File: config.mk
export PLATFORM = sky130hd
export DESIGN_NAME = control_sumador_serie
export DESIGN_NICKNAME = d
export VERILOG_FILES = /design/src/rtl/control_sumador_serie.sv
export SDC_FILE = /design/constraint.sdc
export NUM_CORES = 1
export LEC_CHECK = 0
export CAP_MARGIN = 20
export CORE_UTILIZATION = 30
export DETAILED_ROUTE_END_ITERATION = 8
export HOLD_SLACK_MARGIN = 0.15
export SETUP_SLACK_MARGIN = 0.5
export SYNTH_ARGS = -nofsm -noshare
export SYNTH_HDL_FRONTEND = slang
export SYNTH_SLANG_ARGS = --single-unit
File: constraint.sdc
create_clock -name clk -period 5.4 [get_ports clk]
set_clock_uncertainty 0.2 [all_clocks]
set_input_delay 1.08 -clock clk [delete_from_list [all_inputs] [get_ports clk]]
set_output_delay 1.08 -clock clk [all_outputs]
set_load 0.02 [all_outputs]
File: src/rtl/control_sumador_serie.sv


module control_sumador_serie #(
    parameter int N = 8
) (
    input  logic         clk,
    input  logic         rst_n,
    input  logic         start,
    input  logic [N-1:0] a,
    input  logic [N-1:0] b,
    output logic         ha_a,
    output logic         ha_b,
    input  logic         ha_s,
    input  logic         ha_c,
    output logic [N-1:0] suma,
    output logic         cout,
    output logic         busy,
    output logic         done
);
    localparam int IW = $clog2(N);

    typedef enum logic [1:0] {
        REPOSO = 2'd0,
        FASE1  = 2'd1,
        FASE2  = 2'd2,
        FIN    = 2'd3
    } estado_t;

    estado_t        estado_q, estado_d;
    logic [N-1:0]   a_reg_q, a_reg_d;
    logic [N-1:0]   b_reg_q, b_reg_d;
    logic [IW-1:0]  idx_q, idx_d;
    logic           carry_q, carry_d;
    logic           x_q, x_d;
    logic           c1_q, c1_d;
    logic [N-1:0]   res_q, res_d;
    logic [N-1:0]   suma_q, suma_d;
    logic           cout_q, cout_d;

    // Next-state, datapath updates and half-adder drive, decoded from the current state
    always_comb begin
        estado_d = estado_q;
        a_reg_d  = a_reg_q;
        b_reg_d  = b_reg_q;
        idx_d    = idx_q;
        carry_d  = carry_q;
        x_d      = x_q;
        c1_d     = c1_q;
        res_d    = res_q;
        suma_d   = suma_q;
        cout_d   = cout_q;
        ha_a     = 1'b0;
        ha_b     = 1'b0;
        busy     = 1'b0;
        done     = 1'b0;

        unique case (estado_q)
            REPOSO: begin
                if (start) begin
                    a_reg_d  = a;
                    b_reg_d  = b;
                    idx_d    = '0;
                    carry_d  = 1'b0;
                    estado_d = FASE1;
                end
            end
            FASE1: begin
                // First pass: operand bits, giving partial sum and first carry
                busy     = 1'b1;
                ha_a     = a_reg_q[idx_q];
                ha_b     = b_reg_q[idx_q];
                x_d      = ha_s;
                c1_d     = ha_c;
                estado_d = FASE2;
            end
            FASE2: begin
                // Second pass: partial sum plus running carry; the two carries are exclusive
                busy         = 1'b1;
                ha_a         = x_q;
                ha_b         = carry_q;
                res_d[idx_q] = ha_s;
                carry_d      = c1_q | ha_c;
                if (idx_q == IW'(N - 1)) begin
                    suma_d   = res_d;
                    cout_d   = carry_d;
                    estado_d = FIN;
                end else begin
                    idx_d    = idx_q + IW'(1);
                    estado_d = FASE1;
                end
            end
            FIN: begin
                done     = 1'b1;
                estado_d = REPOSO;
            end
            default: estado_d = REPOSO;
        endcase
    end

    // State and datapath registers; reset aborts any operation in flight
    always_ff @(posedge clk or negedge rst_n) begin
        if (!rst_n) begin
            estado_q <= REPOSO;
            a_reg_q  <= '0;
            b_reg_q  <= '0;
            idx_q    <= '0;
            carry_q  <= 1'b0;
            x_q      <= 1'b0;
            c1_q     <= 1'b0;
            res_q    <= '0;
            suma_q   <= '0;
            cout_q   <= 1'b0;
        end else begin
            estado_q <= estado_d;
            a_reg_q  <= a_reg_d;
            b_reg_q  <= b_reg_d;
            idx_q    <= idx_d;
            carry_q  <= carry_d;
            x_q      <= x_d;
            c1_q     <= c1_d;
            res_q    <= res_d;
            suma_q   <= suma_d;
            cout_q   <= cout_d;
        end
    end

    assign suma = suma_q;
    assign cout = cout_q;

endmodule

==> flow_summary.ini, run 1 <==
[routing]
drc_errors = 0
wl_per_cell_um = 13.6
first_pass_iters = 5
postRouteAntennaNets = 0
viasPerCell = 4.70
vias = 1494
drt_iter0_drc = 118
wl_mm = 4.32

[clock_tree]
clock_sinks = 41
cts_max_path_buffers = 2
ctsHoldBuffers = 0
clk_latency_ps = 290
post_cts.resized_instances = 0
clk_pin_slew_ps = 70
cts_tree = yes
cts-buffers-inserted = 5
cts_setup_buffers = 0
clockRootBuffer = clkbuf_8
cts-htree-levels = 2

[placement]
globalplace.congestion = 0.809
io_buffers = 33
place_hpwl_mm = 3.05
dp_cells = 311

[sta]
period_minus_slack_ps = 3790
fin_crit_sh_pct = 70.1
tightestPinTransition_ps = 922
fmax_mhz = 264
report.final.slew_viol_count = 0
rsz0062_at_grt = false
setup_tns_ps = 0
setup_violations = 0
whs_ps = 289
relSlewSlack_pct = 38.5
hold_viol_final = 0

[logic_synthesis]
syn_area_per_cell_um2 = 11.1
yosysUniqueCellTypes = 40
ys_seq_elements = 41
synth_edf_count = 0
synthCells = 195
ys_warn_count = 0
synthesis.nets = 223
synthFlopType = dfrtp_1
async_flop_share_pct = 100
ys_seq_area_share_pct = 47.4
synthesis.area_um2 = 2160

[worst_setup_path]
max_stage_delay_ps = 890
reg2reg_from = idx_q[0]$_DFFE_PN0P_
crit_path_start = idx_q[0]$_DFFE_PN0P_
critPathTopFamily = flip-flops
critPathSlowestCell = dfrtp_1
end_kind = output port
cp.required_ps = 4120
crit_path_start_kind = flip-flop
crit_chain = and3_1, o21ai_0, a311oi_2, clkdlybuf4s50_1
r2r_end = suma[5]$_DFFE_PN0P_
cp-endpoint = ha_b
cp_num_buf_inv = 1
reg2regPathDepth = 6
crit_arrival_ps = 2510
r2r_slack_ps = 3010
crit_path_max_fanout = 24
path_class = reg -> out
worst-path-stages = 4

[layout]
areaGrowthSynthToFinish_pct = 20.0
antenna_cells = 0
nets = 250
regArea_um2 = 1030
final_common_cell = dfrtp_1
layout.cells.non_filler = 318
multi_input_area_um2 = 1020
fill_cells = 654
final_cell_mix = dfrtp_1 (41), clkdlybuf4s50_1 (32), nor2_1 (24)
drive_above_1_share_pct = 10.4

[die]
die_w_um = 86.9
fp-row-count = 30
chipHeight_um = 86.9
start_util_pct = 31.5
core_um2 = 6870
ios = 34
die_area_um2 = 7560

[grt]
grt_use_total_pct = 13.0
antenna_found_initial = 0
grt_pass1_wl_mm = 7.60
first_global_vias = 1549
gr-total-overflow = 0
grt_max_degree = 42

[power_and_ir_drop]
vdd_drop_max_mv = 0.275
p_per_area_nw_per_um2 = 484
leakage_nw = 1.06

[flow_run]
maxCapViolations = 0

[min_path]
hp-start = res_q[2]$_DFFE_PN0P_
min_path_type = reg -> reg

[status]
status = completed
[how the worst min path moves through the flow]
stage | end | slack, ps | depth (start not counted)
final | res_q[2]$_DFFE_PN0P_ | 290 | 1
after global routing | res_q[2]$_DFFE_PN0P_ | 310 | 1
after CTS | res_q[4]$_DFFE_PN0P_ | 290 | 1
after detailed placement | b_reg_q[0]$_DFFE_PN0P_ | 280 | 1
after global placement | res_q[2]$_DFFE_PN0P_ | 270 | 1
after floorplan | b_reg_q[0]$_DFFE_PN0P_ | 260 | 1
[synthesized netlist by cell type, types with 2 or more instances]
cell type | instances | area, um^2
dfrtp_1 | 41 | 1030
nand2b_1 | 4 | 25.0
nor3b_1 | 3 | 22.5
nor2_1 | 24 | 90.1
clkbuf_1 | 2 | 7.51
mux2_1 | 18 | 203
ha_1 | 7 | 87.6
o21ai_1 | 5 | 25.0
o21ai_0 | 3 | 15.0
nand3_1 | 2 | 10.0
nand2_1 | 10 | 37.5
nand3b_1 | 2 | 15.0
buf_2 | 3 | 15.0
mux2_2 | 8 | 90.1
nor2b_1 | 3 | 18.8
and3_1 | 2 | 12.5
nor3_2 | 2 | 20.0
buf_4 | 2 | 15.0
o31ai_1 | 2 | 15.0
inv_1 | 4 | 15.0
buf_6 | 5 | 56.3
a21oi_1 | 14 | 70.1
mux2i_1 | 12 | 120
[report_power, final]
part	switching, mW	internal (mW)	leakage [nW]
combinational	0.248	0.263	0.529
sequential	0.113	0.429	0.485
clock	0.102	0.101	0.0443
[cell families (layout without fill, tap and decap cells)]
group / after synthesis / in the layout / synth area share, %
AND/OR/NAND/NOR: 56 / 56 / 13.1
flip-flops: 41 / 41 / 47.4
AO/OA/AOI/OAI: 35 / 35 / 10.9
multiplexers: 38 / 38 / 19.1
buffers and inverters: 18 / 45 / 5.43
adder cells (fa/ha/maj): 7 / 7 / 4.05
[final cells by class]
type	count	area share, %
Clock buffer	7	3.32
Inverter	5	0.723
Timing Repair Buffer	33	12.5
Tap cell	96	4.62
Multi-Input combinational cell	136	39.3
Sequential cell	41	39.5
[metrics by stage]
stage / total power, mW / setup slack, ps / utilization [%] / instance area (um^2)
floorplan: 0.930 / 2530 / - / 2160
global placement: 1.05 / 2000 / 36.6 / 2510
detailed placement: 1.07 / 1930 / 36.6 / 2510
CTS: 1.27 / 1610 / 37.8 / 2600
global route: 1.36 / 1450 / 37.8 / 2600
finish: 1.26 / 1610 / 37.8 / 2600
[layer usage]
layer | GRT usage, % | part of all wire, % | routed length, um | up-vias
li1 | - | - | - | 736
met4 | 4.09 | 0.93 | 40 | 0
met3 | 3.22 | 3.0 | 129 | 5
met5 | 0 | 0 | 0 | -
met1 | 16.6 | 46 | 2010 | 729
met2 | 21.7 | 50 | 2140 | 24
[state kept, by name (all words and copies together) (netlist names), 2 cells and up]
name,count
res_q,8
suma,8
a_reg_q,8
b_reg_q,8
estado_q,2
idx_q,3
(Power assumes the default switching activity.)
==> run 2, diff against run 1 <==
Clock period 5.4 ns to 3.81 ns, I/O delays scaled along.
==> run 2 against run 1 <==
  * Global-route usage fell by 0.62 points
  * Design area rose by 0.96%
  * Clock power rose by 37%
  * Setup slack got worse by 970 ps
  * Register-to-register slack got worse by 1400 ps
  * Largest power group is now combinational cells
  * Sequential power rose by 39%
  * Critical endpoint is now ha_a
  * Non-clock buffer count rose by 2
  * Count of clock-buffer cells in the layout fell by 1
  * Critical path type unchanged
  * Largest cell class is now multi-input combinational cells
==> flow_summary.ini, run 2 (synthesized netlist as in run 1, its figures left out) <==
[placement]
io_buffers = 33
place_area_um2 = 2530
globalplace.congestion = 0.825
place_hpwl_mm = 2.93

[routing]
wl_mm = 4.20
drt_iter0_drc = 79
postRouteAntennaNets = 0
first_pass_iters = 4
top_layer_used = met4
dr_wl_met3_um = 170
drc_errors = 0
vias = 1499
dr_wl_met2_mm = 1.90
wl_per_cell_um = 13.1
viasPerCell = 4.67
drt-met1-wl_mm = 2.09

[layout]
drive_above_1_share_pct = 12.4
fill_cells = 700
fin_area_um2 = 2620
nets = 252
antenna_cells = 0
final_cell_mix = dfrtp_1 (40), clkdlybuf4s50_1 (32), nor2_1 (24)
final_common_cell = dfrtp_1
areaGrowthSynthToFinish_pct = 21.2

[worst_setup_path]
end_kind = output port
crit_arrival_ps = 2210
r2r_slack_ps = 1600
crit_chain = inv_1, ha_4, a22oi_1, a211oi_2, clkdlybuf4s50_1
path_class = reg -> out
max_stage_delay_ps = 650
cp.required_ps = 2850
reg2reg_from = idx_q[1]$_DFFE_PN0P_
critPathTopFamily = buffers and inverters
cp_num_buf_inv = 2
r2r_end = suma[6]$_DFFE_PN0P_
crit_path_start_kind = flip-flop
reg2regPathDepth = 7
critPathSlowestCell = clkdlybuf4s50_1
crit_path_max_fanout = 15

[sta]
fmax_mhz = 315
fin_crit_sh_pct = 83.2
rsz0062_at_grt = false
setup_violations = 0
tightestPinTransition_ps = 929
setup_tns_ps = 0
report.final.slew_viol_count = 0
period_minus_slack_ps = 3170
hold_viol_final = 0
relSlewSlack_pct = 38.0

[die]
core_um2 = 6870
chipHeight_um = 86.9
ios = 34
die_area_um2 = 7560
fp-row-count = 30
die_w_um = 86.9
start_util_pct = 31.5

[grt]
grt_pass1_wl_mm = 7.27
first_global_vias = 1500
grt_use_total_pct = 12.4
gr-total-overflow = 0
grt_max_degree = 42
antenna_found_initial = 0

[clock_tree]
cts_max_path_buffers = 2
cts_tree = yes
clk_latency_ps = 300
clock_sinks = 41
cts-htree-levels = 2
cts_setup_buffers = 0
clk_pin_slew_ps = 90
cts-buffers-inserted = 5
ctsHoldBuffers = 0
clockRootBuffer = clkbuf_8

[min_path]
min_delay_path_depth = 1
min_path_type = reg -> reg
hp-start = res_q[4]$_DFFE_PN0P_
hold_end = res_q[4]$_DFFE_PN0P_

[power_and_ir_drop]
power.switching_uw = 668
pwr-share-comb_pct = 42.5
switching_share_pct = 37.3
leakage_nw = 1.07
p_per_area_nw_per_um2 = 683
clkPwrFrac_pct = 15.5
seq_power_share_pct = 42.0
internal-power_mw = 1.12
vdd_drop_max_mv = 0.368

[flow_run]
maxCapViolations = 0

[status]
status = completed
-- run 2: metal layers --
| layer | GRT usage (%) | vias to the layer above |
|---|---|---|
| met5 | 0 | - |
| met2 | 18.8 | 32 |
| met3 | 3.22 | 5 |
| met4 | 3.64 | 0 |
| li1 | - | 742 |
| met1 | 17.4 | 720 |
-- run 2: through the flow --
stage               std cells  power [mW]  hold WS (ps)  setup WS, ps  utilization, %
floorplan                 195        1.32           256          1250               -
global placement          313        1.50           268           744            36.8
detailed placement        313        1.52           274           697            36.8
CTS                       321        1.81           294           540            38.0
global route              321        1.94           308           521            38.2
finish                    321        1.79           288           639            38.2
-- run 2: cell type report --
class                   instances  area (um^2)  area share [%]
multi-input cells             136         1030            39.4
well taps                      96          120            4.58
clock inverters                 2         10.0           0.382
repair buffers                 35          340            13.0
clock buffers                   6         72.6            2.77
flip-flops and latches         41         1030            39.2
inverters                       5         18.8           0.716
-- run 2: timing repair --
item	CTS	global route
endpoints found under the hold margin	0	0
gates resized for setup	2	1
pin swaps	0	0
setup endpoints to repair	2	2
-- run 2: worst max-delay path by stage --
stage	from	endpoint	slack (ps)	cells after the start
2_1_floorplan	estado_q[0]$_DFFE_PN0P_	ha_b	1250	5
3_3_place_gp	estado_q[0]$_DFFE_PN0P_	ha_a	740	5
3_5_place_dp	estado_q[0]$_DFFE_PN0P_	ha_b	700	5
4_1_cts	estado_q[0]$_DFFE_PN0P_	ha_b	540	5
5_1_grt	idx_q[1]$_DFFE_PN0P_	ha_a	520	5
6_report	estado_q[0]$_DFFE_PN0P_	ha_a	640	5
-- run 2: power by group through the flow --
stage	registers [mW]	clock network, mW	logic, mW
after floorplan	0.709	0	0.610
after global routing	0.783	0.314	0.841
after global placement	0.758	0	0.745
after detailed placement	0.760	0	0.755
after CTS	0.753	0.291	0.764
final	0.753	0.278	0.761
==> run 3, diff against run 2 <==
Clock period 3.81 ns to 2.8 ns, I/O delays scaled along.
==> run 3 against run 2 <==
  * Worst hold slack worse by 84 ps
  * Highest routed layer unchanged
  * Power is 40% higher
  * Final cell count is 3.1% higher
  * Setup slack worse by 250 ps
  * Utilization rose by 1.5 points
  * Clock power up 36%
  * Register-to-register slack got worse by 960 ps
  * Die area unchanged
  * Via count is 2.9% higher
  * Design area increased by 4.1%
  * Sequential power rose by 31%
  * Non-clock buffer count increased by 11
==> flow_summary.ini, run 3 (synthesized netlist as in run 1, its figures left out) <==
[clock_tree]
cts_tree = yes
clk_pin_slew_ps = 70
clockRootBuffer = clkbuf_8
clock_sinks = 41
cts-buffers-inserted = 5
clk_latency_ps = 280
cts-htree-levels = 2
cts_max_path_buffers = 2

[routing]
vias = 1542
postRouteAntennaNets = 0
drt_iter0_drc = 54
viasPerCell = 4.66
drc_errors = 0
wl_per_cell_um = 12.7
first_pass_iters = 4
wl_mm = 4.21

[sta]
tightestPinTransition_ps = 903
whs_ps = 203
fmax_mhz = 415
fin_crit_sh_pct = 86.0
relSlewSlack_pct = 39.8
worst_slack_ps = 392
setup_tns_ps = 0
setup_violations = 0
period_minus_slack_ps = 2410
report.final.slew_viol_count = 0
rsz0062_at_grt = true
hold_viol_final = 0

[min_path]
min_path_type = in -> async

[power_and_ir_drop]
total_power_mw = 2.51
vdd_drop_max_mv = 0.555
leakage_nw = 1.13
p_per_area_nw_per_um2 = 920

[status]
status = completed

[die]
start_util_pct = 31.5
chipHeight_um = 86.9
die_area_um2 = 7560
ios = 34
core_um2 = 6870
fp-row-count = 30
die_w_um = 86.9

[placement]
globalplace.congestion = 0.791
place_hpwl_mm = 2.96
place_area_um2 = 2560
dp_cells = 317
io_buffers = 33
dp_slack_ps = 189

[worst_setup_path]
crit_arrival_ps = 1650
crit_path_max_fanout = 6
crit_path_start_kind = flip-flop
max_stage_delay_ps = 460
critPathSlowestCell = dfrtp_2
crit_chain = buf_4, o32ai_2, nor2_1, a211oi_2, buf_4
cp.required_ps = 2040
reg2reg_from = idx_q[0]$_DFFE_PN0P_
critPathTopFamily = compound AO/OA/AOI/OAI gates
r2r_end = estado_q[1]$_DFFE_PN0P_
path_class = reg -> out
end_kind = output port
r2r_slack_ps = 640
crit_top_cell = buf_4
cp_num_buf_inv = 2
reg2regPathDepth = 9

[layout]
fin_area_um2 = 2730
final_common_cell = dfrtp_1
areaGrowthSynthToFinish_pct = 26.1
drive_above_1_share_pct = 19.1
final_cell_mix = dfrtp_1 (38), clkdlybuf4s50_1 (29), nor2_1 (23)
post-route-util_pct = 39.7
layout.cells.non_filler = 331
nets = 263
antenna_cells = 0

[grt]
antenna_found_initial = 0
grt_use_total_pct = 12.1
grt_pass1_wl_mm = 7.04
gr-total-overflow = 0
grt_max_degree = 42
first_global_vias = 1488

[flow_run]
maxCapViolations = 0
## run 3: cell type report
| class | count | area (um^2) |
|---|---|---|
| multi-input combinational | 136 | 1030 |
| fill | 684 | 4140 |
| clock buffer | 7 | 86.3 |
| timing repair buffer | 46 | 442 |
| sequential | 41 | 1030 |
| inverter | 5 | 18.8 |
| tap | 96 | 120 |
## run 3: worst max path at each step
stage                                  startpoint   end  slack [ps]  cells after the start
after global placement       idx_q[0]$_DFFE_PN0P_  ha_b         190                      5
after floorplan           estado_q[0]$_DFFE_PN0P_  ha_b         560                      5
final                        idx_q[1]$_DFFE_PN0P_  ha_a         390                      5
after CTS                    idx_q[0]$_DFFE_PN0P_  ha_a         340                      4
after global routing         idx_q[1]$_DFFE_PN0P_  ha_a         300                      5
after detailed placement     idx_q[0]$_DFFE_PN0P_  ha_b         190                      5
## run 3: power breakdown
| group | switching, mW | internal, mW | total, mW | leakage (nW) |
|---|---|---|---|---|
| Clock | 0.184 | 0.195 | 0.379 | 0.0443 |
| Sequential | 0.154 | 0.832 | 0.986 | 0.480 |
| Combinational | 0.563 | 0.582 | 1.15 | 0.607 |
## run 3: timing repair
action,CTS,global route
buffers inserted,1,6
hold buffers,0,0
endpoints found under the setup margin,3,4
pin swaps,0,3
gates resized for setup,12,9
## run 3: routing by layer
layer / GRT usage, % / up-vias / routed length [um]
met5: 0 / - / 0
met4: 4.39 / 0 / 47
met3: 3.32 / 5 / 188
met2: 17.8 / 36 / 1890
met1: 17.0 / 738 / 2090
li1: - / 763 / -
